===== config.mk =====
export PLATFORM = sky130hd
export DESIGN_NAME = seg_disp_arbiter
export DESIGN_NICKNAME = d
export VERILOG_FILES = /design/src/rtl/seg_disp_arbiter.sv
export SDC_FILE = /design/constraint.sdc
export NUM_CORES = 1
export LEC_CHECK = 0
export BUFFER_PORTS_ARGS = -buffer_cell sky130_fd_sc_hd__buf_2
export CAP_MARGIN = 30
export CORE_UTILIZATION = 43
export CTS_BUF_LIST = sky130_fd_sc_hd__clkbuf_8
export CTS_CLUSTER_DIAMETER = 100
export DETAILED_ROUTE_END_ITERATION = 6
export SETUP_SLACK_MARGIN = 0.5
export SYNTH_ARGS = -nofsm -noshare
export SYNTH_HDL_FRONTEND = slang
export SYNTH_SLANG_ARGS = --single-unit
export TNS_END_PERCENT = 100

===== constraint.sdc =====
create_clock -name clk -period 2.9 [get_ports clk]
set_input_delay 0.58 -clock clk [delete_from_list [all_inputs] [get_ports clk]]
set_output_delay 0.58 -clock clk [all_outputs]
set_load 0.02 [all_outputs]

===== src/rtl/seg_disp_arbiter.sv =====
// rtl/seg_disp_arbiter.sv - round-robin two-producer arbiter driving a 2-digit multiplexed 7-segment display
// Optional feature macro SEG_DP_OWNER_EN: digit 1 decimal point lit while requester B owns the display.
module seg_disp_arbiter #(
  parameter int unsigned HOLD_CYC = 25_000_000,
  parameter int unsigned SCAN_CYC = 50_000
) (
  input  logic       clk,
  input  logic       rst,
  input  logic       req_a,
  input  logic [7:0] data_a,
  output logic       ack_a,
  input  logic       req_b,
  input  logic [7:0] data_b,
  output logic       ack_b,
  output logic       busy,
  output logic [1:0] cs,
  output logic [7:0] dx
);

  localparam int HW = (HOLD_CYC > 1) ? $clog2(HOLD_CYC) : 1;
  localparam int SW = (SCAN_CYC > 1) ? $clog2(SCAN_CYC) : 1;

  typedef enum logic {IDLE, HOLD} state_t;

  state_t          state_q, state_d;
  logic [HW-1:0]   hold_cnt_q, hold_cnt_d;
  logic [7:0]      disp_q, disp_d;
  logic            owner_b_q, owner_b_d;
  logic            shown_q, shown_d;
  logic            ack_a_q, ack_a_d;
  logic            ack_b_q, ack_b_d;
  logic [SW-1:0]   scan_cnt_q, scan_cnt_d;
  logic            digit_q, digit_d;
  logic [1:0]      cs_q, cs_d;
  logic [7:0]      dx_q, dx_d;
  logic            grant_b;
  logic            scan_wrap;
  logic [3:0]      nibble;
  logic [7:0]      seg;

  always_ff @(posedge clk or posedge rst) begin
    if (rst) begin
      state_q    <= IDLE;
      hold_cnt_q <= '0;
      disp_q     <= '0;
      owner_b_q  <= 1'b1;
      shown_q    <= 1'b0;
      ack_a_q    <= 1'b0;
      ack_b_q    <= 1'b0;
      scan_cnt_q <= '0;
      digit_q    <= 1'b0;
      cs_q       <= 2'b11;
      dx_q       <= 8'hFF;
    end else begin
      state_q    <= state_d;
      hold_cnt_q <= hold_cnt_d;
      disp_q     <= disp_d;
      owner_b_q  <= owner_b_d;
      shown_q    <= shown_d;
      ack_a_q    <= ack_a_d;
      ack_b_q    <= ack_b_d;
      scan_cnt_q <= scan_cnt_d;
      digit_q    <= digit_d;
      cs_q       <= cs_d;
      dx_q       <= dx_d;
    end
  end

  // owner_b_q doubles as last_owner: on a tie the other requester wins.
  always_comb begin
    state_d    = state_q;
    hold_cnt_d = hold_cnt_q;
    disp_d     = disp_q;
    owner_b_d  = owner_b_q;
    shown_d    = shown_q;
    ack_a_d    = 1'b0;
    ack_b_d    = 1'b0;
    grant_b    = req_b && (!req_a || !owner_b_q);
    case (state_q)
      IDLE: begin
        if (req_a || req_b) begin
          disp_d     = grant_b ? data_b : data_a;
          owner_b_d  = grant_b;
          ack_a_d    = !grant_b;
          ack_b_d    = grant_b;
          hold_cnt_d = HW'(HOLD_CYC - 1);
          shown_d    = 1'b1;
          state_d    = HOLD;
        end
      end
      HOLD: begin
        if (hold_cnt_q == '0) begin
          state_d = IDLE;
        end else begin
          hold_cnt_d = hold_cnt_q - 1'b1;
        end
      end
      default: state_d = IDLE;
    endcase
  end

  always_comb begin
    scan_wrap  = (scan_cnt_q == SW'(SCAN_CYC - 1));
    scan_cnt_d = scan_wrap ? '0 : scan_cnt_q + 1'b1;
    digit_d    = digit_q ^ scan_wrap;
  end

  always_comb begin
    nibble = digit_q ? disp_q[7:4] : disp_q[3:0];
    case (nibble)
      4'h0: seg = 8'hC0;
      4'h1: seg = 8'hF9;
      4'h2: seg = 8'hA4;
      4'h3: seg = 8'hB0;
      4'h4: seg = 8'h99;
      4'h5: seg = 8'h92;
      4'h6: seg = 8'h82;
      4'h7: seg = 8'hF8;
      4'h8: seg = 8'h80;
      4'h9: seg = 8'h90;
      4'hA: seg = 8'h88;
      4'hB: seg = 8'h83;
      4'hC: seg = 8'hC6;
      4'hD: seg = 8'hA1;
      4'hE: seg = 8'h86;
      default: seg = 8'h8E;
    endcase
`ifdef SEG_DP_OWNER_EN
    seg[7] = ~(digit_q & owner_b_q);
`else
    seg[7] = 1'b1;
`endif
    if (!shown_q) begin
      cs_d = 2'b11;
      dx_d = 8'hFF;
    end else begin
      cs_d = digit_q ? 2'b01 : 2'b10;
      dx_d = seg;
    end
  end

  assign ack_a = ack_a_q;
  assign ack_b = ack_b_q;
  assign busy  = (state_q == HOLD);
  assign cs    = cs_q;
  assign dx    = dx_q;

endmodule


# Word-level counts from Yosys, hierarchy flattened
# Memories as Yosys holds them, arrays and structs flattened.
# Cells that the tools add are included.
[op_classes] add_sub_neg=2 eq_ne=3 n_mux=16 bitwise=2 n_reduce_logical=9
[ops] cell="two-way mux 25 bit" count=2
[ops] cell="one-hot mux 25 bit (2 select lines)" count=1
[ops] cell="logical NOT 25 bit" count=1
[ops] cell="subtractor 25 x 1 -> 25 bit (second input constant)" count=1
[ops] cell="adder 16 x 1 -> 16 bit (second input constant)" count=1
[ops] cell="== test 16 bit (second input constant)" count=1
[ops] cell="two-way mux 16 bit" count=1
[ops] cell="two-way mux 8 bit" count=1
[ops] cell="two-way mux 7 bit" count=1
[ops] cell="two-way mux 1 bit" count=6
[ops] cell="two-way mux 2 bit" count=2
[ops] cell="two-way mux 4 bit" count=1
[ops] cell="!= test 2 bit (second input constant)" count=2
[ops] cell="AND reduction 2 bit" count=2
[ops] cell="logical NOT 1 bit" count=3
[ops] cell="logical OR 1 bit" count=2
[ops] cell="one-hot mux 1 bit (2 select lines)" count=1
[ops] cell="logical AND 1 bit" count=1
[ops] cell="inverter 1 bit" count=1
[ops] cell="XOR 1 bit" count=1
[word_totals] ff_bits=65 romBits=112 output_inout_bits=13 wordCells=44 n_memories=1
[memory_table] memory="(name not given)" words=16 word_bits=7 rd=1 rd_clocked_by_memory_dff=0 write_ports=0 line="110" rtl="case (nibble)"

# Longest topological paths before layout
# Gate-level depths: netlist of run 1.
[logic_depth] word_depth=6 depth_mapped=8

# Worst setup path after synthesis of run 1
# Ideal clock, no wire load.
[synth_timing] path_kind="register -> register" start="register hold_cnt_q[3]" end="register hold_cnt_q[6]" setup_time_ns=0.130 t_arrival_ns=2.184 t_required_ns=2.770 slack_ns=0.586 stages_incl_launch_ff=8 n_path_buf=2 synth_period_minus_slack_ns=2.314 cell_sequence="dfrtp_1 > or4_4 > buf_6 > or3_1 > or4_1 > buf_2 > nor3b_1 > mux2i_1"
[synth_between] elab_chain_len=3 elab_cells_between_ends=6
[synth_rtl] item="start, declared" line="26" rtl="logic [HW-1:0] hold_cnt_q, hold_cnt_d;"
[synth_rtl] item="start signal, assigned" line="56" rtl="hold_cnt_q <= hold_cnt_d;"
[synth_rtl] item="subtractor 25 x 1 -> 25 bit / logical NOT 25 bit (equally long branches)" line="95, 92"
[synth_rtl] item="two-way mux 25 bit / != test 2 bit (equally long branches)"
[synth_rtl] item="one-hot mux 25 bit (2 select lines) / AND reduction 2 bit (equally long branches)"
# Parallel ways exist; a longest one is shown, timed or not. The select of a mux whose other input is x is not followed.
# A chain may end at the register's enable or synchronous reset.

# Final worst setup path of run 1
[layout_timing] start="register hold_cnt_q[3]" end="register hold_cnt_q[3]"
# Same word-level chain as after synthesis.

==> results of run 1 <==
## sequential cells by signal, indices dropped and copies added, names as in the netlist, 2 cells and up
register	flops
hold_cnt_q	25
scan_cnt_q	16
disp_q	8
dx	7
cs	2
## cells by family after synthesis
| kind of cell | Yosys count |
|---|---|
| simple gates | 137 |
| fa+ha+maj | 9 |
| other cells | 1 |
| mux | 16 |
| buf+inv | 23 |
| flops | 64 |
| compound gates | 43 |
| xor+xnor | 19 |
## what timing repair did
action | in CTS | in global routing
cloned | 0 | 0
hold endpoints to repair | 0 | 0
setup endpoints to repair | 5 | 7
gates resized for setup | 1 | 6
## metal layers
layer | share of wire | wire, um | up-vias | track usage
met1 | 0.51 | 2970 | 1112 | 0.232
met2 | 0.45 | 2620 | 41 | 0.264
li1 | - | - | 1188 | -
met4 | 0.022 | 132 | 0 | 0.0924
met3 | 0.026 | 155 | 9 | 0.0339
met5 | 0 | 0 | - | 0
## through the flow
stage / utilization / cells / hold slack [ns] / instance area [um2] / setup slack (ns)
2_1_floorplan: - / 312 / 0.447 / 3180 / 0.586
3_3_place_gp: 0.494 / 433 / 0.463 / 3430 / 0.507
3_5_place_dp: 0.494 / 433 / 0.476 / 3430 / 0.482
4_1_cts: 0.526 / 449 / 0.438 / 3650 / 0.562
5_1_grt: 0.530 / 449 / 0.459 / 3680 / 0.461
6_report: 0.530 / 449 / 0.452 / 3680 / 0.575
## worst max-delay path by stage
stage | start | endpoint | depth (start not counted)
2_1_floorplan | hold_cnt_q[3]$_DFFE_PP0P_ | hold_cnt_q[6]$_DFFE_PP0P_ | 7
3_3_place_gp | hold_cnt_q[3]$_DFFE_PP0P_ | hold_cnt_q[0]$_DFFE_PP0P_ | 5
3_5_place_dp | hold_cnt_q[3]$_DFFE_PP0P_ | hold_cnt_q[0]$_DFFE_PP0P_ | 5
4_1_cts | hold_cnt_q[13]$_DFFE_PP0P_ | hold_cnt_q[22]$_DFFE_PP0P_ | 5
5_1_grt | hold_cnt_q[3]$_DFFE_PP0P_ | hold_cnt_q[22]$_DFFE_PP0P_ | 5
6_report | hold_cnt_q[3]$_DFFE_PP0P_ | hold_cnt_q[3]$_DFFE_PP0P_ | 5
## layout make-up
| cell class | instances | area (um2) |
|---|---|---|
| repair buffers | 35 | 185 |
| inverters | 13 | 48.8 |
| multi-input cells | 225 | 1500 |
| well taps | 96 | 120 |
| flip-flops and latches | 64 | 1610 |
| clock inverters | 3 | 38.8 |
| clock buffers | 13 | 179 |
| fillers | 638 | 3260 |
## synthesized netlist by cell type (all sizes together)
| cell | number |
|---|---|
| xor2 | 14 |
| nor3b | 3 |
| clkbuf | 7 |
| and4 | 2 |
| or4 | 5 |
| and3 | 5 |
| o31ai | 2 |
| o22ai | 1 |
| nand4 | 6 |
| or3b | 1 |
| mux2 | 3 |
| nor4b | 1 |
| nand2b | 7 |
| a21oi | 4 |
| nand2 | 29 |
| nor3 | 10 |
| a211oi | 5 |
| o21ai | 9 |
| nand4b | 2 |
| or2 | 1 |
| mux2i | 13 |
| o311ai | 2 |
| nor2b | 2 |
| inv | 13 |
| dfstp | 10 |
| buf | 3 |
| a21o | 1 |
| a31oi | 4 |
| a222oi | 7 |
| a21boi | 1 |
| or3 | 4 |
| dfrtp | 54 |
| ha | 9 |
| xnor2 | 5 |
| and2 | 5 |
| o211ai | 4 |
| nor4 | 7 |
| o41ai | 1 |
| nor2 | 32 |
| o31a | 2 |
| nand3 | 15 |
| conb | 1 |
## worst max-delay path, stage by stage (launching register included)
cell	delay, ns
dfrtp_1	0.42
or4_4	0.58
or3_1	0.38
or4_4	0.51
a211oi_1	0.25
a31oi_1	0.06
## power by group through the flow
stage	sequential, W	combinational [W]	clock (W)
after global placement	0.00103	0.000176	0
after detailed placement	0.00103	0.000181	0
after global routing	0.00102	0.000204	0.000876
after floorplan	0.00104	0.000116	0
after CTS	0.00101	0.000182	0.000835
final	0.00101	0.000179	0.000814
==> impl_metrics.py, run 1 <==
metrics = {
    "floorplan": {
        "die_y_um": 87.9,
        "core-area_mm2": 0.00694,
        "die_w_um": 87.9,
        "rows": 30,
        "io-pin-count": 33,
        "die-area_mm2": 0.00773,
        "start_util": 0.457,
    },
    "sta": {
        "fin_crit_ns": 2.32,
        "max_freq_mhz": 430,
        "slew_headroom": 0.480,
        "drv_slew": 0,
        "hold_viol": 0,
        "fin_worst_skew_ns": 0.00742,
        "rsz0062_at_grt": "true",
        "tightest_slew_ns": 0.780,
        "setup_viol_count_final": 0,
        "finalSetupTns_ns": 0,
        "period_share": 0.802,
    },
    "pwr": {
        "ir_drop_mv": 0.292,
        "swShare": 0.240,
        "clockPowerShare": 0.406,
        "p_int_w": 0.00153,
        "p_per_area_mw_per_mm2": 545,
        "p_comb_frac": 0.089,
        "power.leakage_nw": 1.57,
        "finalPower_w": 0.00201,
        "power_switching_w": 0.000481,
        "sequentialPowerShare": 0.505,
    },
    "cells_and_area": {
        "layout_commonest_cell": "dfrtp_1",
        "area_growth_pct": 15.9,
        "drive_gt1_frac": 0.212,
        "final_cell_mix": "dfrtp_1 (54), nor2_1 (32), buf_2 (31), nand2_1 (28), nand3_1 (15)",
        "diodes": 0,
        "nets": 377,
    },
    "cts": {
        "cts_sinks": 64,
        "h-tree-depth": 3,
        "cts.path.max_buffers": 2,
        "cts_hold_buf": 0,
        "root_buffer": "clkbuf_8",
        "postCtsSetupBuffers": 0,
        "clk_latency_ns": 0.34,
        "numCtsBuffers": 9,
        "clk_pin_slew_ns": 0.07,
        "cts_tree": "built",
    },
    "setup_path": {
        "crit_path_end_kind": "flop",
        "cp_max_fo": 10,
        "worstReg2RegEnd": "hold_cnt_q[3]$_DFFE_PP0P_",
        "r2r-start": "hold_cnt_q[3]$_DFFE_PP0P_",
        "reg2reg_slack_ns": 0.58,
        "cp.required_ns": 3.11,
        "start_kind": "flop",
        "critPathArrivalTime_ns": 2.54,
        "reg2regPathDepth": 5,
        "critical_path_class": "flop to flop",
    },
    "placed_design": {
        "dp.final_hpwl_mm": 4.07,
        "io_buffers": 31,
        "place_congestion": 0.792,
    },
    "global_route": {
        "grt_usage": 0.173,
        "overflow": 0,
        "antenna_found_initial": 0,
        "grt_max_degree": 65,
        "grt_pass1_vias": 2235,
        "grt_pass1_wl_mm": 10.1,
    },
    "run_status": {
        "outcome": "finished clean",
    },
    "synth": {
        "synth_area_leaders": "dfrtp_1 (43%), dfstp_2 (8.3%), mux2i_1 (4.1%)",
        "synth_simple_gate_area_share": 0.223,
        "yosys_warnings": 0,
        "synthMuxAreaShare": 0.0516,
        "syn_nets": 341,
        "ys_ff_latch": 64,
        "syn-cell-area_mm2": 0.00318,
        "seq_area_frac_synth": 0.508,
        "synth.avg_cell_area_um2": 10.2,
        "yosysTopAreaCellShare": 0.426,
        "synth_top_family_by_area": "simple AND/OR/NAND/NOR gates",
        "synth-compound-area-share": 0.0969,
        "yosysTopAreaCell": "dfrtp_1",
        "netlist_instances": 312,
        "synthXorXnorAreaFrac": 0.0524,
        "yosys.area_share.adder": 0.0355,
        "synth_cell_type_count": 46,
    },
    "route": {
        "viasPerCell": 5.23,
        "num_vias": 2350,
        "finalWirelength_mm": 5.88,
        "dr.pass1.iters": 5,
        "ant_nets": 0,
        "drtIter0Drc": 167,
        "post-route-drc-count": 0,
        "post_drt_wl_per_cell_um": 13.1,
    },
    "job": {
        "drv_cap": 0,
    },
    "worst_hold_path": {
        "min_to": "disp_q[4]$_DFFE_PP0P_",
        "min_path_cells": 3,
        "min_path_type": "primary input to flop",
        "hp-start": "data_a[4]",
    },
}
No activity file was read; power rests on OpenSTA's default activity.
==> run 2: changes to the inputs <==
==> constraint.sdc (replaced) <==
create_clock -name clk -period 2.1 [get_ports clk]
set_input_delay 0.42 -clock clk [delete_from_list [all_inputs] [get_ports clk]]
set_output_delay 0.42 -clock clk [all_outputs]
set_load 0.02 [all_outputs]
==> impl_metrics.py, run 2 (same netlist as run 1, synthesis figures left out) <==
metrics = {
    "sta": {
        "fin_crit_ns": 2.19,
        "tightest_slew_ns": 0.500,
        "fin_worst_skew_ns": 0.00968,
        "setup_viol_count_final": 8,
        "max_freq_mhz": 456,
        "rsz0062_at_grt": "true",
        "hold_viol": 0,
        "drv_slew": 0,
        "whs_ns": 0.0945,
        "setup_slack_ns": -0.0927,
        "slew_headroom": 0.666,
        "period_share": 1.04,
    },
    "cts": {
        "root_buffer": "clkbuf_8",
        "clk_latency_ns": 0.35,
        "clk_pin_slew_ns": 0.08,
        "cts_tree": "built",
        "numCtsBuffers": 9,
        "cts_hold_buf": 0,
        "cts.path.max_buffers": 2,
        "h-tree-depth": 3,
        "cts_sinks": 64,
    },
    "cells_and_area": {
        "largest_reg_flops": 25,
        "top_register": "hold_cnt_q",
        "diodes": 0,
        "final_area_mm2": 0.00419,
        "fin_cells": 490,
        "nets": 418,
        "top_regs": "hold_cnt_q (25), scan_cnt_q (16), disp_q (8)",
        "final_cell_mix": "dfrtp_1 (52), buf_4 (43), buf_2 (31), nor2_1 (28), nand2_1 (27)",
        "layout_commonest_cell": "dfrtp_1",
        "drive_gt1_frac": 0.365,
        "utilization": 0.603,
        "area_growth_pct": 31.9,
    },
    "pwr": {
        "sequentialPowerShare": 0.491,
        "p_per_area_mw_per_mm2": 670,
        "power.leakage_nw": 1.82,
        "finalPower_w": 0.00281,
        "p_int_w": 0.00208,
        "swShare": 0.259,
        "ir_drop_mv": 0.459,
        "p_comb_frac": 0.134,
        "power_switching_w": 0.000726,
        "clockPowerShare": 0.375,
    },
    "placed_design": {
        "place_congestion": 0.787,
        "dp.final_hpwl_mm": 4.56,
        "dpl.cell_count": 461,
        "io_buffers": 31,
        "place_area_mm2": 0.00371,
    },
    "setup_path": {
        "cp_cell_sequence": "or4_4 -> or3_1 -> or4_4 -> nor3b_4 -> mux2i_1",
        "worstReg2RegEnd": "hold_cnt_q[6]$_DFFE_PP0P_",
        "r2r-start": "hold_cnt_q[5]$_DFFE_PP0P_",
        "cp_top_family": "simple AND/OR/NAND/NOR gates",
        "path_common_cell": "or4_4",
        "crit_path_top_delay_cell": "or4_4",
        "cp.required_ns": 2.33,
        "critPathBufInv": 0,
        "start_kind": "flop",
        "cp_max_fo": 8,
        "critical_path_class": "flop to flop",
        "critPathArrivalTime_ns": 2.42,
        "reg2reg_slack_ns": -0.09,
        "slowest_delay_ns": 0.54,
        "reg2regPathDepth": 5,
        "crit_path_end_kind": "flop",
        "cp_num_cells": 5,
    },
    "route": {
        "finalWirelength_mm": 6.63,
        "drtIter0Drc": 99,
        "dr.pass1.iters": 4,
        "post-route-drc-count": 0,
        "viasPerCell": 5.17,
        "ant_nets": 0,
        "num_vias": 2535,
        "post_drt_wl_per_cell_um": 13.5,
    },
    "global_route": {
        "grt_pass1_vias": 2567,
        "grt_usage": 0.195,
        "overflow": 0,
        "antenna_found_initial": 0,
        "grt_max_degree": 28,
        "grt_pass1_wl_mm": 11.5,
    },
    "floorplan": {
        "start_util": 0.457,
        "core-area_mm2": 0.00694,
        "die_w_um": 87.9,
        "rows": 30,
        "io-pin-count": 33,
        "die-area_mm2": 0.00773,
        "die_y_um": 87.9,
    },
    "run_status": {
        "violations": "setup timing",
        "outcome": "finished, violations left",
    },
    "job": {
        "drv_cap": 0,
    },
    "worst_hold_path": {
        "min_path_type": "primary input to asynchronous set/reset pin",
    },
}
[run 2: stage by stage]
stage / TNS (ns) / worst slack [ns]
final: -0.519 / -0.0927
after global routing: -1.47 / -0.184
after floorplan: -1.74 / -0.212
after CTS: -0.616 / -0.0898
after detailed placement: -1.63 / -0.208
after global placement: -1.50 / -0.189
[run 2: what timing repair did]
item	4_1_cts	5_1_grt
pin swaps	6	6
buffers inserted	7	5
endpoints found under the setup margin	39	42
gates resized for setup	22	23
[run 2: layout make-up]
type	instances	area [um2]
fillers	625	2760
multi-input cells	225	1690
flip-flops and latches	64	1620
repair buffers	76	509
clock buffers	10	138
well taps	96	120
clock inverters	6	60.1
inverters	13	52.6
[run 2: how the worst max path moves through the flow]
stage / from / end / slack (ns)
6_report: hold_cnt_q[5]$_DFFE_PP0P_ / hold_cnt_q[6]$_DFFE_PP0P_ / -0.09
5_1_grt: hold_cnt_q[5]$_DFFE_PP0P_ / hold_cnt_q[0]$_DFFE_PP0P_ / -0.18
4_1_cts: hold_cnt_q[5]$_DFFE_PP0P_ / hold_cnt_q[6]$_DFFE_PP0P_ / -0.09
3_5_place_dp: hold_cnt_q[5]$_DFFE_PP0P_ / hold_cnt_q[1]$_DFFE_PP0P_ / -0.21
3_3_place_gp: hold_cnt_q[5]$_DFFE_PP0P_ / hold_cnt_q[0]$_DFFE_PP0P_ / -0.19
2_1_floorplan: hold_cnt_q[3]$_DFFE_PP0P_ / hold_cnt_q[6]$_DFFE_PP0P_ / -0.21
[run 2: routing by layer]
metal | routed length [um] | vias up | global-route usage | part of all wire
met5 | 0 | - | 0 | 0
met1 | 3240 | 1201 | 0.258 | 0.49
met2 | 3120 | 42 | 0.311 | 0.47
met4 | 85 | 0 | 0.0894 | 0.013
li1 | - | 1281 | - | -
met3 | 187 | 11 | 0.0368 | 0.028
[run 2: power by group through the flow]
stage / sequential [W] / clock [W] / combinational (W)
3_5_place_dp: 0.00140 / 0 / 0.000350
4_1_cts: 0.00138 / 0.00108 / 0.000355
6_report: 0.00138 / 0.00105 / 0.000375
3_3_place_gp: 0.00140 / 0 / 0.000341
5_1_grt: 0.00139 / 0.00113 / 0.000423
2_1_floorplan: 0.00143 / 0 / 0.000163
==> run 3: changes to the inputs <==
--- a/config.mk
+++ b/config.mk
@@ -12,6 +12,7 @@
 export CTS_CLUSTER_DIAMETER = 100
 export DETAILED_ROUTE_END_ITERATION = 6
 export SETUP_SLACK_MARGIN = 0.5
+export SLEW_MARGIN = 10
 export SYNTH_ARGS = -nofsm -noshare
 export SYNTH_HDL_FRONTEND = slang
 export SYNTH_SLANG_ARGS = --single-unit
==> constraint.sdc (replaced) <==
create_clock -name clk -period 2.5 [get_ports clk]
set_input_delay 0.5 -clock clk [delete_from_list [all_inputs] [get_ports clk]]
set_output_delay 0.5 -clock clk [all_outputs]
set_load 0.02 [all_outputs]
==> impl_metrics.py, run 3 (same netlist as run 1, synthesis figures left out) <==
metrics = {
    "run_status": {
        "outcome": "finished clean",
    },
    "cells_and_area": {
        "diodes": 0,
        "nets": 394,
        "top_regs": "hold_cnt_q (25), scan_cnt_q (16), disp_q (8)",
        "layout_commonest_cell": "dfrtp_1",
        "regArea_mm2": 0.00162,
        "final_area_mm2": 0.00390,
        "fin_cells": 466,
        "largest_reg_flops": 25,
        "top_register": "hold_cnt_q",
        "fillers": 629,
        "final_cell_mix": "dfrtp_1 (50), nor2_1 (31), buf_2 (31), nand2_1 (25), buf_4 (19)",
        "multi_input_area_mm2": 0.00162,
        "drive_gt1_frac": 0.303,
        "utilization": 0.561,
        "area_growth_pct": 22.7,
    },
    "cts": {
        "cts.path.max_buffers": 2,
        "clk_pin_slew_ns": 0.07,
        "cts_sinks": 64,
        "cts_tree": "built",
        "root_buffer": "clkbuf_8",
        "h-tree-depth": 3,
        "clk_latency_ns": 0.34,
        "numCtsBuffers": 9,
    },
    "setup_path": {
        "reg2reg_slack_ns": 0.28,
        "crit_path_end_kind": "flop",
        "critPathBufInv": 0,
        "cp_cell_sequence": "or4_4 -> or3_4 -> or4_4 -> nor3b_1 -> mux2i_1",
        "critical_path_class": "flop to flop",
        "path_common_cell": "or4_4",
        "start_kind": "flop",
        "cp_top_family": "simple AND/OR/NAND/NOR gates",
        "cp.required_ns": 2.72,
        "cp_max_fo": 5,
        "crit_path_top_delay_cell": "or4_4",
        "critPathArrivalTime_ns": 2.44,
        "slowest_delay_ns": 0.54,
    },
    "global_route": {
        "antenna_found_initial": 0,
        "grt_usage": 0.182,
        "overflow": 0,
        "grt_pass1_wl_mm": 10.8,
        "grt_max_degree": 26,
        "grt_pass1_vias": 2364,
    },
    "route": {
        "post-route-drc-count": 0,
        "post_drt_wl_per_cell_um": 13.7,
        "ant_nets": 0,
        "dr.pass1.iters": 4,
        "drtIter0Drc": 150,
        "finalWirelength_mm": 6.39,
        "num_vias": 2462,
        "viasPerCell": 5.28,
    },
    "pwr": {
        "clockPowerShare": 0.356,
        "ir_drop_mv": 0.314,
        "power.leakage_nw": 1.70,
        "p_int_w": 0.00164,
        "swShare": 0.261,
        "power_switching_w": 0.000579,
        "sequentialPowerShare": 0.529,
        "p_per_area_mw_per_mm2": 570,
        "p_comb_frac": 0.116,
    },
    "sta": {
        "tightest_slew_ns": 0.669,
        "hold_viol": 0,
        "max_freq_mhz": 451,
        "setup_viol_count_final": 0,
        "drv_slew": 0,
        "period_share": 0.888,
        "fin_crit_ns": 2.22,
        "rsz0062_at_grt": "true",
        "slew_headroom": 0.541,
        "finalSetupTns_ns": 0,
        "fin_worst_skew_ns": 0.00784,
    },
    "floorplan": {
        "die_w_um": 87.9,
        "die-area_mm2": 0.00773,
        "start_util": 0.457,
        "rows": 30,
        "core-area_mm2": 0.00694,
        "io-pin-count": 33,
        "die_y_um": 87.9,
    },
    "placed_design": {
        "dp.final_hpwl_mm": 4.25,
        "place_congestion": 0.824,
        "place_area_mm2": 0.00349,
        "io_buffers": 31,
        "dpl.cell_count": 440,
    },
    "worst_hold_path": {
        "min_path_type": "primary input to asynchronous set/reset pin",
    },
    "job": {
        "drv_cap": 0,
    },
}
## run 3: cell count changes in the layout (fill, tap and decap cells not counted), sizes merged
cell and change:
buf -25, bufinv -1, clkbuf +1, clkinv -1
inv +1, or4 +1
## run 3: path summary, 6_finish.rpt
| kind | start | end | depth (start not counted) |
|---|---|---|---|
| min reg2reg | scan_cnt_q[7]$_DFF_PP0_ | scan_cnt_q[7]$_DFF_PP0_ | 1 |
| max reg2reg | hold_cnt_q[5]$_DFFE_PP0P_ | hold_cnt_q[6]$_DFFE_PP0P_ | 5 |
| max in group asynchronous | rst | owner_b_q$_DFFE_PP1P_ | 3 |
| max | hold_cnt_q[5]$_DFFE_PP0P_ | hold_cnt_q[6]$_DFFE_PP0P_ | 5 |
| min in group clk | data_a[0] | disp_q[0]$_DFFE_PP0P_ | 3 |
| min | rst | disp_q[0]$_DFFE_PP0P_ | 2 |
## run 3: power groups by stage
stage               registers, W  clock network (W)  logic, W
floorplan                0.00120                  0  0.000135
global placement         0.00119                  0  0.000207
detailed placement       0.00119                  0  0.000213
CTS                      0.00117           0.000814  0.000235
global route             0.00118           0.000862  0.000286
finish                   0.00117           0.000789  0.000257
## run 3: routing by layer
layer | up-vias | routed length [um] | track usage
met3 | 7 | 187 | 0.0509
met4 | 0 | 61 | 0.0671
met2 | 34 | 3040 | 0.290
li1 | 1233 | - | -
met1 | 1188 | 3100 | 0.237
met5 | - | 0 | 0
## run 3: final cells by class
cell class,instances,share of cell area
clock buffer,11,0.0389
clock inverter,5,0.00642
inverter,13,0.0135
multi-input combinational,226,0.416
sequential,64,0.416
tap,96,0.0308
timing repair buffer,51,0.0793
## run 3: through the flow
stage	setup slack [ns]	hold slack [ns]	total power [W]
floorplan	0.187	0.447	0.00134
finish	0.281	0.201	0.00222
global placement	0.156	0.467	0.00140
global route	0.226	0.227	0.00233
detailed placement	0.130	0.478	0.00141
CTS	0.299	0.206	0.00222
## run 3: what timing repair did
item	CTS	global route
buffers inserted	5	4
endpoints found under the setup margin	23	27
cloned	0	1
hold buffers	0	0
pin swaps	5	6
gates resized for setup	13	22
